### config.mk
export PLATFORM = sky130hd
export DESIGN_NAME = vlane_store_packer
export DESIGN_NICKNAME = d
export VERILOG_FILES = /design/src/rtl/mem_subsys_pkg.sv /design/src/rtl/axis_skid_buf.sv /design/src/rtl/vlane_store_packer.sv
export SDC_FILE = /design/constraint.sdc
export NUM_CORES = 1
export LEC_CHECK = 0
export BUFFER_PORTS_ARGS = -buffer_cell sky130_fd_sc_hd__buf_2
export CAP_MARGIN = 20
export CORE_MARGIN = 2
export CORE_UTILIZATION = 25
export DETAILED_ROUTE_END_ITERATION = 7
export GPL_TIMING_DRIVEN = 0
export MAX_ROUTING_LAYER = met4
export PLACE_DENSITY = 0.39
export SLEW_MARGIN = 10
export SYNTH_ARGS = -nofsm -noshare
export SYNTH_HDL_FRONTEND = slang
export SYNTH_SLANG_ARGS = --single-unit
### constraint.sdc
create_clock -name clk -period 5 [get_ports clk]
set_input_delay 0.5 -clock clk [delete_from_list [all_inputs] [get_ports clk]]
set_output_delay 0.5 -clock clk [all_outputs]
set_load 0.01 [all_outputs]
### src/rtl/mem_subsys_pkg.sv
// Shared types and helpers for the memory subsystem: element-width encoding,
// store-packer state encoding and the SEW-to-bytes mapping.
package mem_subsys_pkg;

  typedef enum logic [2:0] {
    SEW8  = 3'b000,
    SEW16 = 3'b001,
    SEW32 = 3'b010
  } sew_e;

  typedef enum logic [1:0] {
    IDLE   = 2'd0,
    ACCEPT = 2'd1,
    DRAIN  = 2'd2
  } state_e;

  localparam int unsigned LANE_W = 32;

  // Reserved SEW codes fall back to 32-bit elements.
  function automatic logic [2:0] sew_bytes(input logic [2:0] sew);
    case (sew)
      SEW8:    return 3'd1;
      SEW16:   return 3'd2;
      default: return 3'd4;
    endcase
  endfunction

endpackage

### src/rtl/axis_skid_buf.sv
// Two-entry AXI-stream register slice: registered output plus one skid entry,
// so in_ready depends only on local state and never on out_ready.
module axis_skid_buf #(
  parameter int unsigned W = 32
) (
  input  logic         clk,
  input  logic         rstn,
  input  logic [W-1:0] in_data,
  input  logic         in_valid,
  output logic         in_ready,
  output logic [W-1:0] out_data,
  output logic         out_valid,
  input  logic         out_ready
);

  logic [W-1:0] skid_data;

  // in_ready low means the skid entry is occupied.
  always_ff @(posedge clk or negedge rstn) begin
    if (!rstn) begin
      out_data  <= '0;
      out_valid <= 1'b0;
      skid_data <= '0;
      in_ready  <= 1'b1;
    end else if (out_ready || !out_valid) begin
      if (!in_ready) begin
        out_data  <= skid_data;
        out_valid <= 1'b1;
        in_ready  <= 1'b1;
      end else begin
        out_valid <= in_valid;
        out_data  <= in_valid ? in_data : '0;
      end
    end else if (in_valid && in_ready) begin
      skid_data <= in_data;
      in_ready  <= 1'b0;
    end
  end

endmodule

### src/rtl/vlane_store_packer.sv
// Packs per-lane store elements (8/16/32-bit) into a little-endian byte stream
// and emits it as AXI-stream words with keep/last, ending with a done pulse.
module vlane_store_packer
  import mem_subsys_pkg::*;
#(
  parameter int unsigned VLANE_NUM          = 4,
  parameter int unsigned C_M_AXI_DATA_WIDTH = 32,
  parameter int unsigned C_VL_WIDTH         = 32
) (
  input  logic                            clk,
  input  logic                            rstn,
  input  logic                            cfg_vld_i,
  output logic                            cfg_rdy_o,
  input  logic [2:0]                      cfg_sew_i,
  input  logic [C_VL_WIDTH-1:0]           cfg_vl_i,
  input  logic [VLANE_NUM*LANE_W-1:0]     vlane_store_data_i,
  input  logic                            vlane_store_dvalid_i,
  output logic                            vlane_store_rdy_o,
  output logic [C_M_AXI_DATA_WIDTH-1:0]   wr_tdata_o,
  output logic [C_M_AXI_DATA_WIDTH/8-1:0] wr_tkeep_o,
  output logic                            wr_tvalid_o,
  input  logic                            wr_tready_i,
  output logic                            wr_tlast_o,
  output logic                            done_o
);

  localparam int unsigned DW    = C_M_AXI_DATA_WIDTH;
  localparam int unsigned DWB   = DW / 8;
  localparam int unsigned BEATB = VLANE_NUM * 4;
  localparam int unsigned CAPB  = DWB + BEATB;
  localparam int unsigned CAPW  = CAPB * 8;
  localparam int unsigned FW    = $clog2(CAPB + 1);
  localparam int unsigned LW    = $clog2(VLANE_NUM + 1);
  localparam int unsigned CW    = C_VL_WIDTH;
  localparam int unsigned PW    = DW + DWB + 1;

  state_e             state, state_next;
  logic [2:0]         sewb_q, sewb_next;
  logic [CW-1:0]      remaining, remaining_next;
  logic [FW-1:0]      fill, fill_next;
  logic [CAPW-1:0]    data_buf, data_buf_next;
  logic               cfg_rdy_next, lane_rdy_next, done_next;

  logic               capture, beat_fire, beat_last;
  logic               full_word, pop, pop_last, skid_ready;
  logic [LW-1:0]      n_elem;
  logic [FW-1:0]      beat_bytes, pop_bytes, base;
  logic [BEATB*8-1:0] beat;
  logic [DWB-1:0]     pop_keep;
  logic [FW:0]        room_need;
  logic [PW-1:0]      skid_out;

  // Element count of the current beat; the final beat may use fewer lanes.
  always_comb begin
    capture   = cfg_vld_i && cfg_rdy_o;
    beat_fire = vlane_store_dvalid_i && vlane_store_rdy_o;
    beat_last = {6'd0, remaining} <= (CW + 6)'(VLANE_NUM);
    n_elem    = beat_last ? LW'(remaining) : LW'(VLANE_NUM);
  end

  // Compact the used lanes into a contiguous little-endian byte vector.
  always_comb begin
    beat = '0;
    for (int i = 0; i < VLANE_NUM; i++) begin
      if (LW'(i) < n_elem) begin
        case (sewb_q)
          3'd1:    beat[i*8 +: 8]   = vlane_store_data_i[i*LANE_W +: 8];
          3'd2:    beat[i*16 +: 16] = vlane_store_data_i[i*LANE_W +: 16];
          default: beat[i*32 +: 32] = vlane_store_data_i[i*LANE_W +: 32];
        endcase
      end
    end
    beat_bytes = FW'(n_elem) * FW'(sewb_q);
  end

  // Pop a full word, or the residual partial word once all elements are in.
  always_comb begin
    full_word = fill >= FW'(DWB);
    pop       = skid_ready && (full_word || (state == DRAIN && fill != '0));
    pop_bytes = full_word ? FW'(DWB) : fill;
    pop_last  = (state == DRAIN) && (fill <= FW'(DWB));
    pop_keep  = '0;
    for (int j = 0; j < DWB; j++) begin
      pop_keep[j] = FW'(j) < fill;
    end
    base          = pop ? fill - pop_bytes : fill;
    fill_next     = base + (beat_fire ? beat_bytes : '0);
    data_buf_next = (pop ? data_buf >> DW : data_buf)
                  | (beat_fire ? (CAPW'(beat) << {base, 3'b000}) : '0);
  end

  // Next-state and registered handshake outputs.
  always_comb begin
    state_next     = state;
    sewb_next      = sewb_q;
    remaining_next = remaining;
    done_next      = 1'b0;
    case (state)
      IDLE: begin
        if (capture) begin
          sewb_next      = sew_bytes(cfg_sew_i);
          remaining_next = cfg_vl_i;
          if (cfg_vl_i == '0) done_next  = 1'b1;
          else                state_next = ACCEPT;
        end
      end
      ACCEPT: begin
        if (beat_fire) begin
          remaining_next = remaining - CW'(n_elem);
          if (beat_last) state_next = DRAIN;
        end
      end
      DRAIN: begin
        if (wr_tvalid_o && wr_tready_i && wr_tlast_o) begin
          state_next = IDLE;
          done_next  = 1'b1;
        end
      end
      default: state_next = IDLE;
    endcase
    cfg_rdy_next  = state_next == IDLE;
    room_need     = (FW + 1)'(fill_next) + (FW + 1)'(VLANE_NUM) * (FW + 1)'(sewb_next);
    lane_rdy_next = (state_next == ACCEPT) && (room_need <= (FW + 1)'(CAPB));
  end

  always_ff @(posedge clk or negedge rstn) begin
    if (!rstn) begin
      state             <= IDLE;
      sewb_q            <= 3'd4;
      remaining         <= '0;
      fill              <= '0;
      data_buf          <= '0;
      cfg_rdy_o         <= 1'b0;
      vlane_store_rdy_o <= 1'b0;
      done_o            <= 1'b0;
    end else begin
      state             <= state_next;
      sewb_q            <= sewb_next;
      remaining         <= remaining_next;
      fill              <= fill_next;
      data_buf          <= data_buf_next;
      cfg_rdy_o         <= cfg_rdy_next;
      vlane_store_rdy_o <= lane_rdy_next;
      done_o            <= done_next;
    end
  end

  axis_skid_buf #(.W(PW)) u_skid (
    .clk       (clk),
    .rstn      (rstn),
    .in_data   ({pop_last, pop_keep, data_buf[DW-1:0]}),
    .in_valid  (pop),
    .in_ready  (skid_ready),
    .out_data  (skid_out),
    .out_valid (wr_tvalid_o),
    .out_ready (wr_tready_i)
  );

  assign {wr_tlast_o, wr_tkeep_o, wr_tdata_o} = skid_out;

endmodule
[Yosys cells after proc, flatten, opt, wreduce, memory -nomap -nowiden]
Cells that the tools add are included.
Widths: inputs -> output; s select.
Word-level totals
  register bits: 281
  output and inout port bits: 41
Cells by class
  add/sub/neg operators: 4
  $mul: 1
  magnitude comparators: 12
  equality and inequality tests: 8
  shifts and indexed selects: 1
  multiplexer cells: 46
  bitwise operators: 2
  reductions and logical operators: 22
Operators by type and width (count)
  $mux 160: 2
  $mux 32: 8
  $or 160x160->160: 1
  $shl 128x8->160: 1
  $mux 16: 6
  $mux 37: 2
  $pmux 32 s2: 1
  $mux 56: 1
  $mux 8: 6
  $le 32x3->1 const B: 1
  $logic_not 32->1: 1
  $sub 32x3->32: 1
  $mux 5: 3
  $lt 1x5->1 const A: 2
  $lt 2x5->1 const A: 2
  $mux 2: 5
  $logic_and 1x1->1: 9
  $mux 3: 3
  $add 5x5->6: 1
  $eq 3x1->1 const B: 2
  $le 6x5->1 const B: 1
  $lt 1x3->1 const A: 2
  $lt 2x3->1 const A: 2
  $mux 1: 6
  other kinds (22): 27

[Depth between registers and ports, before layout]
Gate-level depths: netlist of the first run.
  word-level depth: 11
  depth in mapped cells: 23

[Hierarchy]
Synthesis of the first run repeated with hierarchy kept, for this count alone.
Unflattened totals
  cells, all modules: 2555
  area, all modules: 21048.9 sq um
By module, submodules not included
  vlane_store_packer: times used 1, cells an instance 2261, area each 17515.5 sq um, seq. area each 5131.2 sq um
  axis_skid_buf: times used 1, cells an instance 294, area each 3533.4 sq um, seq. area each 1903.1 sq um

[Least setup slack after synthesis of the first run]
Ideal clock, no wire load.
  path type: register -> register
  start: reg remaining[7]
  end: reg vlane_store_rdy_o
  arrival time: 4966 ps
  data required time: 4934 ps
  slack: -32 ps
  cell stages (with the launch flop): 24
  buffers on the path: 3
  period minus slack after synthesis: 5032 ps
  cells stage by stage: dfrtp_1 -> nor4_4 -> and3_1 -> buf_2 -> buf_2 -> nand3_1 -> a211oi_1 -> clkbuf_1 -> nand3_1 -> fa_1 -> inv_1 -> ha_1 -> inv_1 -> fa_1 -> nor2_1 -> ha_1 -> a21oi_1 -> xnor2_1 -> xnor2_1 -> ha_1 -> xor2_1 -> a21oi_1 -> a2111oi_0 -> and2_1
Between the ends
  word-level cells in the longest chain between the ends: 8
  elaborated cells between the ends (all ways): 12
  those cells by class: add/sub: 2; mul: 1; order compare: 2; eq/ne: 1; mux: 5; reduce/logical: 1
RTL lines
  start, declared: RTL line vlane_store_packer.sv:39  | logic [CW-1:0] remaining, remaining_next;
  start signal, assigned: RTL line vlane_store_packer.sv:139  | remaining <= remaining_next;
  $le 32x3->1: RTL line vlane_store_packer.sv:57  | beat_last = {6'd0, remaining} <= (CW + 6)'(VLANE_NUM);
  $mux 3: RTL line vlane_store_packer.sv:58  | n_elem = beat_last ? LW'(remaining) : LW'(VLANE_NUM);
  $mul 3x3->5: RTL line vlane_store_packer.sv:73  | beat_bytes = FW'(n_elem) * FW'(sewb_q);
  $mux 5: RTL line vlane_store_packer.sv:87  | fill_next = base + (beat_fire ? beat_bytes : '0);
  $add 5x5->5: RTL line vlane_store_packer.sv:87
  via fill_next[4]: RTL line vlane_store_packer.sv:40  | logic [FW-1:0] fill, fill_next;
  $add 5x5->6: RTL line vlane_store_packer.sv:122  | room_need = (FW + 1)'(fill_next) + (FW + 1)'(VLANE_NUM) * (FW + 1)'(sewb_next);
  $le 6x5->1: RTL line vlane_store_packer.sv:123  | lane_rdy_next = (state_next == ACCEPT) && (room_need <= (FW + 1)'(CAPB));
  $logic_and 1x1->1: RTL line vlane_store_packer.sv:123
  via lane_rdy_next: RTL line vlane_store_packer.sv:42  | logic cfg_rdy_next, lane_rdy_next, done_next;
  end signal, assigned: RTL line vlane_store_packer.sv:143  | vlane_store_rdy_o <= lane_rdy_next;
  end, declared: RTL line vlane_store_packer.sv:18  | output logic vlane_store_rdy_o,
The timed path passes the listed nets, and every way through them passes these cells.
A chain may end at the register's enable or synchronous reset.

[Final worst setup path of the first run]
  start: reg sewb_q[1]
  end: reg data_buf[118]
Between the ends
  word-level cells in the longest chain between the ends: 11
  elaborated cells between the ends (all ways): 25
  those cells by class: eq/ne: 2; shift: 1; mux: 20; bitwise: 1; reduce/logical: 1
RTL lines
  start, declared: RTL line vlane_store_packer.sv:38  | logic [2:0] sewb_q, sewb_next;
  start signal, assigned: RTL line vlane_store_packer.sv:138  | sewb_q <= sewb_next;
  $eq 3x2->1 or $eq 3x1->1 (tied branches): RTL line vlane_store_packer.sv:66  | case (sewb_q)
  $reduce_or 2->1 (no line)
  $mux 16: RTL line vlane_store_packer.sv:66
  $mux 32: RTL line vlane_store_packer.sv:65  | if (LW'(i) < n_elem) begin
  $mux 16: RTL line vlane_store_packer.sv:66
  $mux 56: RTL line vlane_store_packer.sv:65
  $mux 8: RTL line vlane_store_packer.sv:66
  $mux 8: RTL line vlane_store_packer.sv:65
  $shl 128x8->160 (*): RTL line vlane_store_packer.sv:89  | | (beat_fire ? (CAPW'(beat) << {base, 3'b000}) : '0);
  $mux 160 (*): RTL line vlane_store_packer.sv:89
  $or 160x160->160 (*): RTL line vlane_store_packer.sv:89
  via data_buf_next[118]: RTL line vlane_store_packer.sv:41  | logic [CAPW-1:0] data_buf, data_buf_next;
  end signal, assigned: RTL line vlane_store_packer.sv:141  | data_buf <= data_buf_next;
  end, declared: RTL line vlane_store_packer.sv:41
Mark *: on every way through the listed nets, which the timed path passes. The rest lies on a longest branch.

==> run metrics, run 1 <==
run status finished, violations left; violations in the final reports negative setup slack; placement row count 104; root cell of the clock tree sky130_fd_sc_hd__clkbuf_16; count leader, synth sky130_fd_sc_hd__nor2_1; largest net degree at the start of global routing 99; part of the Yosys area used for sequential elements 34.50%; count of cells along the worst hold path 2; Gate Count Post-Synth 2,441; multiplexer share of the synthesized area 9.731%; clock-pin slew on the worst setup and hold paths 0.06 ns; length of the first detailed-routing pass in iterations 6; ys flop type sky130_fd_sc_hd__dfrtp_1; delay of the slowest critical-path stage 1.00 ns; wire per inst 35.70 um; endpoint class of the critical path flop; fraction of final layout cells with drive strength greater than 1 18.45%; core region area 80,680 um2; part of the cycle the worst path needs 100.1%; Detail Placement HPWL 108,900 um; area share of the largest cell type after synthesis 34.24%; cell total after placement 3,722; worst setup path startpoint sewb_q[1]; critical path's slowest cell sky130_fd_sc_hd__o21ai_0; DRC violations left 0; Antenna Violating Nets Remaining 0; vias in the first global route 22,390; Synth Area in Simple Gates 17.60%; Worst Hold End remaining[0]; hold slack final 0.1921 ns; library cell occupying the most area in the post-synthesis netlist sky130_fd_sc_hd__dfrtp_1; Die ar. 83,870 um2; Overflow after GRT 0; number of antenna violations at the first check in global routing 6; via count 23,750; initial detailed-routing violation count 3,187; post-synth cell types 92; maximum clock insertion buffer count 3; most numerous cell on the critical path sky130_fd_sc_hd__buf_2; setup slack after layout -0.004073 ns; Setup Viol. Count Final 1; Synth area leaders sky130_fd_sc_hd__dfrtp_1 34%, sky130_fd_sc_hd__mux2i_1 6.3%, sky130_fd_sc_hd__nor2_1 6.0%, sky130_fd_sc_hd__nand2_1 4.8%, sky130_fd_sc_hd__o21ai_0 4.1%; dominant combinational cell family by area after synthesis compound AO/OA/AOI/OAI gates; worst path arrival time 5.44 ns; die outline width 289.6 um; worst reg-to-reg path cell count 10; global-route wire length before repair 186,800 um; measured slew at the worst slew-check pin 1.285 ns; clock insertion delay at the later pin of the skew report 0.59 ns; total length of routed wires 136,200 um; Post-synth EDFFs 0; most numerous cell types in the synthesized netlist 328 x sky130_fd_sc_hd__nor2_1, 279 x sky130_fd_sc_hd__dfrtp_1, 262 x sky130_fd_sc_hd__nand2_1; compound-cell area share of the yosys netlist 31.55%; worst flop-to-flop path startpoint sewb_q[1]; share of the synthesized netlist area taken by xor and xnor gates 0.3007%; post-route minimum period 5.004 ns; required time of the critical path 5.44 ns; Reg2Reg Capture Point data_buf[118]; final slew viol count 0; Max-Slew Margin vs Limit 13.42%; worst-case clock skew 0.03198 ns; worst vdd rail ir drop 0.2626 mV; count of maximum capacitance violations 0; setup repair after global routing missed its margin yes; CP Cell Sequence nor3b_1 -> nor2_1 -> buf_2 -> buf_2 -> nand2_1 -> clkbuf_1 -> a21oi_1 -> o21ai_0 -> mux2i_1 -> a221o_1; number of levels in the clock H-tree 2; setup slack of the worst register-to-register path -0.004 ns; Async S/R FF share, synth 100.0%; Adder-Cell Fraction of Synth Area 1.129%; number of clock buffers inserted by TritonCTS 39; placer congestion estimate 1.040; Buffers on Ports 205; post-synthesis sequential element count 281; Synth Cell Area 20,390 um2; number of standard cells in the layout, taps in and fillers out 3,814; peak clock frequency supported by timing 199.8 MHz; path type of the worst min-delay path in -> reg; initial cell density of the core 25.28%; type of origin of the critical path flop; Yosys warnings 0; Via density 6.227; Die Height 289.6 um; static power due to leakage 9.855 nW; count of endpoints failing hold in the final timing report 0; count of clock tree sinks 281; Crit Path Class reg -> reg; startpoint of the lowest-slack hold path cfg_vl_i[0]; All-Layer GR Usage 32.80%; Final Net Count 2,904; power per unit of standard cell area 858.3 nW/um2; top fanout value on the critical path 10; CTS tree built; post-synthesis average cell area 8.354 um2; top-level I/O count 209; Syn-to-layout area delta 20.92%
==> layer usage <==
layer / part of all wire, % / track usage (%) / wire (um)
met5: 0 / - / 0
met4: 4.9 / 13.77 / 6678
met3: 9.0 / 6.672 / 12260
met2: 43 / 48.47 / 58970
met1: 43 / 43.47 / 58250
==> critical path: cells and delay by family, from the launching register on <==
kind / cells / cell delay, ns
AO/OA/AOI/OAI: 3 / 1.59
flip-flops: 1 / 0.51
AND/OR/NAND/NOR: 3 / 1.44
multiplexers: 1 / 0.16
buffers and inverters: 3 / 1.14
==> report_power, final <==
group,switching (mW),internal [mW]
clock network,1.17,1.69
registers,0.886,3.38
logic,10.0,4.04
==> repair_timing <==
item	in CTS	in global routing
endpoints found under the setup margin	3	6
pin swaps	20	11
setup buffers	14	8
resized for setup	33	14
hold buffers	1	0
hold endpoints to repair	36	0
==> kinds of logic (layout without fill, tap and decap cells) <==
| kind of cell | after synthesis | count (layout) |
|---|---|---|
| AND/OR/NAND/NOR | 804 | 804 |
| XOR/XNOR | 7 | 7 |
| multiplexers | 184 | 184 |
| AO/OA/AOI/OAI | 892 | 892 |
| buffers and inverters | 256 | 562 |
| other | 1 | 8 |
| flip-flops | 281 | 281 |
| adder cells (fa/ha/maj) | 16 | 16 |
==> stage by stage <==
| stage | setup TNS (ns) | setup WS (ns) | util [%] | area [um2] | power, mW |
|---|---|---|---|---|---|
| after floorplan | 0 | 0.01996 | - | 20400 | 11.30 |
| after detailed placement | -1.774 | -1.384 | 28.51 | 23000 | 17.42 |
| after global routing | -0.2569 | -0.2569 | 30.56 | 24650 | 21.86 |
| final | -0.004073 | -0.004073 | 30.56 | 24660 | 21.16 |
| after global placement | -670.42 | -2.409 | 28.20 | 22750 | 17.38 |
| after CTS | -0.06002 | -0.06002 | 30.40 | 24530 | 20.55 |
==> how the worst max path moves through the flow <==
stage | endpoint | cells past startpoint
6_report | data_buf[118] | 10
5_1_grt | vlane_store_rdy_o | 21
4_1_cts | vlane_store_rdy_o | 21
3_5_place_dp | vlane_store_rdy_o | 22
3_3_place_gp | data_buf[33] | 1
2_1_floorplan | vlane_store_rdy_o | 23
==> state kept, by name, indices dropped and copies added, names as in the netlist <==
name and cells:
data_buf 160, u_skid.in_ready 1, fill 5, u_skid.out_valid 1
cfg_rdy_o 1, vlane_store_rdy_o 1, done_o 1, u_skid.out_data 37
remaining 32, state 2, sewb_q 3, u_skid.skid_data 37
==> cell type report <==
| type | instances | area [um2] |
|---|---|---|
| Clock inverter | 15 | 207.7 |
| Buffer | 209 | 927.1 |
| Sequential cell | 281 | 7038 |
| Tap cell | 1060 | 1326 |
| Multi-Input combinational cell | 1905 | 12500 |
| Clock buffer | 54 | 1082 |
| Timing Repair Buffer | 243 | 1396 |
| Fill cell | 8749 | 56020 |
| Antenna cell | 6 | 15.01 |
| Inverter | 41 | 167.7 |
==> layout by cell type (no fill, tap or decap), drive strengths merged, types with 48 or more instances in the layout <==
cell type  instances
nor2             330
buf              317
dfrtp            279
nand2            262
clkbuf           188
o21ai            176
a21oi            135
mux2i            130
o22ai             84
o221ai            74
a221oi            72
mux2              48
No activity file was read; power rests on OpenSTA's default activity.
==> inputs of run 2 (changes only) <==
- CORE_MARGIN: 2 -> 1.5
- CTS_BUF_LIST: default -> sky130_fd_sc_hd__clkbuf_4
- clock period: 5 -> 4.2 ns (I/O delays scaled with it)
==> run 2 against run 1 <==
Against the previous run:
- non-clock buffer count up 56
- largest cell class unchanged
- die area down 0.69%
- the run ends with design-rule violations, negative setup slack left
- critical endpoint is now vlane_store_rdy_o
- sequential power is 19% higher
- sequential cell count is the same
- highest routed layer unchanged
- combinational power increased by 24%
- cell count up 3.5%
- cell area is 2.8% higher
- routed wire length is 1.7% higher
- maximum frequency decreased by 1.5%
- global-route usage increased by 0.83 points
==> run metrics, run 2 (synthesized netlist as in run 1, its figures left out) <==
run status finished, violations left; violations in the final reports design-rule violations, negative setup slack; root cell of the clock tree sky130_fd_sc_hd__clkbuf_4; DRC violations left 8 (+8); Finished Core Util 31.41% (+0.85 points); worst path arrival time 5.80 ns (+0.36 ns); peak clock frequency supported by timing 196.8 MHz (-1.5%); wire per inst 35.08 um (-1.7%); most common cell after layout, fill and taps aside sky130_fd_sc_hd__nor2_1; largest net degree at the start of global routing 96 (-3.0%); largest reg by FF count data_buf; setup slack after layout -0.8821 ns (-0.8780 ns); delay-heaviest family, CP compound AO/OA/AOI/OAI gates; switching fraction of total power 58.19% (+1.2 points); worst reg-to-reg path cell count 21 (+11); static power due to leakage 10.25 nW (+4.0%); top fanout value on the critical path 10 (unchanged); via count 24,040 (+1.2%); count of cell instances traversed by the critical path 21 (+11); final slew viol count 0 (unchanged); placement row count 104 (unchanged); capture point of the critical path vlane_store_rdy_o; Crit Path Class reg -> reg; worst vdd rail ir drop 0.3065 mV (+17%); P_sw 14.64 mW (+21%); maximum clock insertion buffer count 3 (unchanged); Detail Placement HPWL 110,700 um (+1.7%); post-place setup slack -2.160 ns (-0.7764 ns); worst-case clock skew 0.1018 ns (+0.06979 ns); worst flop-to-flop path startpoint fill[2]; number of levels in the clock H-tree 3 (+1); All-Layer GR Usage 33.62% (+0.83 points); number of standard cells in the layout, taps in and fillers out 3,948 (+3.5%); Logic pwr share 68.8% (+2.4 points); Die Height 288.6 um (-0.35%); Setup Viol. Count Final 19 (+18); vias in the first global route 22,930 (+2.4%); core region area 80,680 um2 (unchanged); worst setup path startpoint fill[2]; part of the power in the clock network 11.1% (-2.4 points); count of endpoints failing hold in the final timing report 0 (unchanged); power per unit of standard cell area 992.6 nW/um2 (+16%); initial cell density of the core 25.28% (unchanged); Antenna Violating Nets Remaining 0 (unchanged); cell total after placement 3,721 (-0.027%); leading cell types in the layout, fill and taps excluded 324 x sky130_fd_sc_hd__nor2_1, 276 x sky130_fd_sc_hd__dfrtp_1, 261 x sky130_fd_sc_hd__buf_2; Overflow after GRT 0 (unchanged); Die ar. 83,290 um2 (-0.69%); total length of routed wires 138,500 um (+1.7%); die outline width 288.6 um (-0.35%); Cell Int Power 10.52 mW (+15%); most numerous cell on the critical path sky130_fd_sc_hd__ha_1; initial detailed-routing violation count 3,277 (+2.8%); clock insertion delay at the later pin of the skew report 0.86 ns (+0.27 ns); CTS tree built; CP bufs+invs 5 (+2); setup slack of the worst register-to-register path -0.88 ns (-0.88 ns); CP Cell Sequence clkbuf_1 -> inv_1 -> nand2_1 -> nand2_1 -> ha_1 -> o211a_1 -> a311o_1 -> a21o_1 -> inv_4 -> buf_4 -> clkbuf_4 -> ha_1 -> a21o_1 -> a21oi_2 -> xnor2_1 -> xnor2_1 -> ha_1 -> xor2_1 -> a21oi_2 -> a2111oi_4 -> and2_1; path type of the worst min-delay path in -> reg; clock-pin slew on the worst setup and hold paths 0.07 ns (about the same); critical path's slowest cell sky130_fd_sc_hd__a21o_1; hold slack final 0.09180 ns (-0.1003 ns); part of the cycle the worst path needs 121.0% (+21 points); number of clock buffers inserted by TritonCTS 87 (+120%); fraction of final layout cells with drive strength greater than 1 23.46% (+5.0 points); Via density 6.088 (-2.2%); Max-Slew Margin vs Limit 20.33% (+6.9 points); measured slew at the worst slew-check pin 1.191 ns (-0.09443 ns); top-level I/O count 209 (unchanged); Buffers on Ports 205 (unchanged); type of origin of the critical path flop; count of cells along the worst hold path 4 (+2); sequential power share 20.1% (about the same); count of maximum capacitance violations 0 (unchanged); endpoint class of the critical path flop; Reg2Reg Capture Point vlane_store_rdy_o; placer congestion estimate 0.9897 (-4.8%); required time of the critical path 4.92 ns (-0.52 ns); length of the first detailed-routing pass in iterations 8 (+2); Syn-to-layout area delta 24.28%; registers with the highest flip-flop counts data_buf x160, u_skid.out_data x37, u_skid.skid_data x37; max reg flops 160 (unchanged); Final Net Count 3,008 (+3.6%); delay of the slowest critical-path stage 0.38 ns (-0.62 ns); count of clock tree sinks 281 (unchanged); global-route wire length before repair 189,900 um (+1.7%); number of antenna violations at the first check in global routing 5 (-1); setup repair after global routing missed its margin yes; post-route minimum period 5.082 ns (+0.07798 ns)
[run 2: how the worst min path moves through the flow]
stage,start,to,slack (ns)
floorplan,rstn,cfg_rdy_o,0.12
global placement,u_skid.skid_data[32],u_skid.skid_data[32],0.45
detailed placement,rstn,remaining[16],0.24
CTS,cfg_sew_i[0],sewb_q[1],0.01
global route,cfg_sew_i[0],sewb_q[1],0.04
finish,cfg_sew_i[0],sewb_q[1],0.09
[run 2: stage by stage]
step / power [mW] / TNS [ns] / cell area, um2
global placement: 20.92 / -973.64 / 22810
detailed placement: 20.91 / -44.28 / 23050
global route: 25.99 / -4.623 / 25340
finish: 25.16 / -1.935 / 25340
floorplan: 13.47 / -0.4525 / 20460
CTS: 24.29 / -2.973 / 25050
[run 2: metal layers]
layer	track usage, %	part of all wire [%]	vias up
met1	45.45	44	12060
met5	-	0	-
met3	5.466	8.4	280
met4	11.59	4.1	0
met2	50.64	44	1485
li1	-	-	10210
[run 2: tightest hold or removal path, stage by stage]
cell,delay (ns)
sky130_fd_sc_hd__buf_2,0.10
sky130_fd_sc_hd__nand3_1,0.07
sky130_fd_sc_hd__and2_1,0.20
sky130_fd_sc_hd__inv_1,0.08
[run 2: timing repair]
item | 4_1_cts | 5_1_grt
hold buffers | 39 | 0
pin swaps | 20 | 17
gates resized for setup | 84 | 74
hold endpoints to repair | 142 | 0
buffers inserted | 27 | 11
endpoints found under the setup margin | 148 | 110
[run 2: final cells by class]
cell class / count / area, um2
fill: 8881 / 55330
timing repair buffer: 296 / 1917
buffer: 212 / 1005
clock buffer: 129 / 968.4
sequential: 281 / 7038
tap: 1060 / 1326
multi-input combinational: 1905 / 12810
antenna: 7 / 17.52
clock inverter: 17 / 107.6
inverter: 41 / 157.7
[run 2: power groups by stage]
stage,clock [mW],sequential (mW),combinational (mW)
floorplan,0,4.77,8.70
global placement,0,5.04,15.9
detailed placement,0,5.08,15.8
CTS,2.89,5.04,16.4
global route,3.05,5.21,17.7
finish,2.80,5.05,17.3
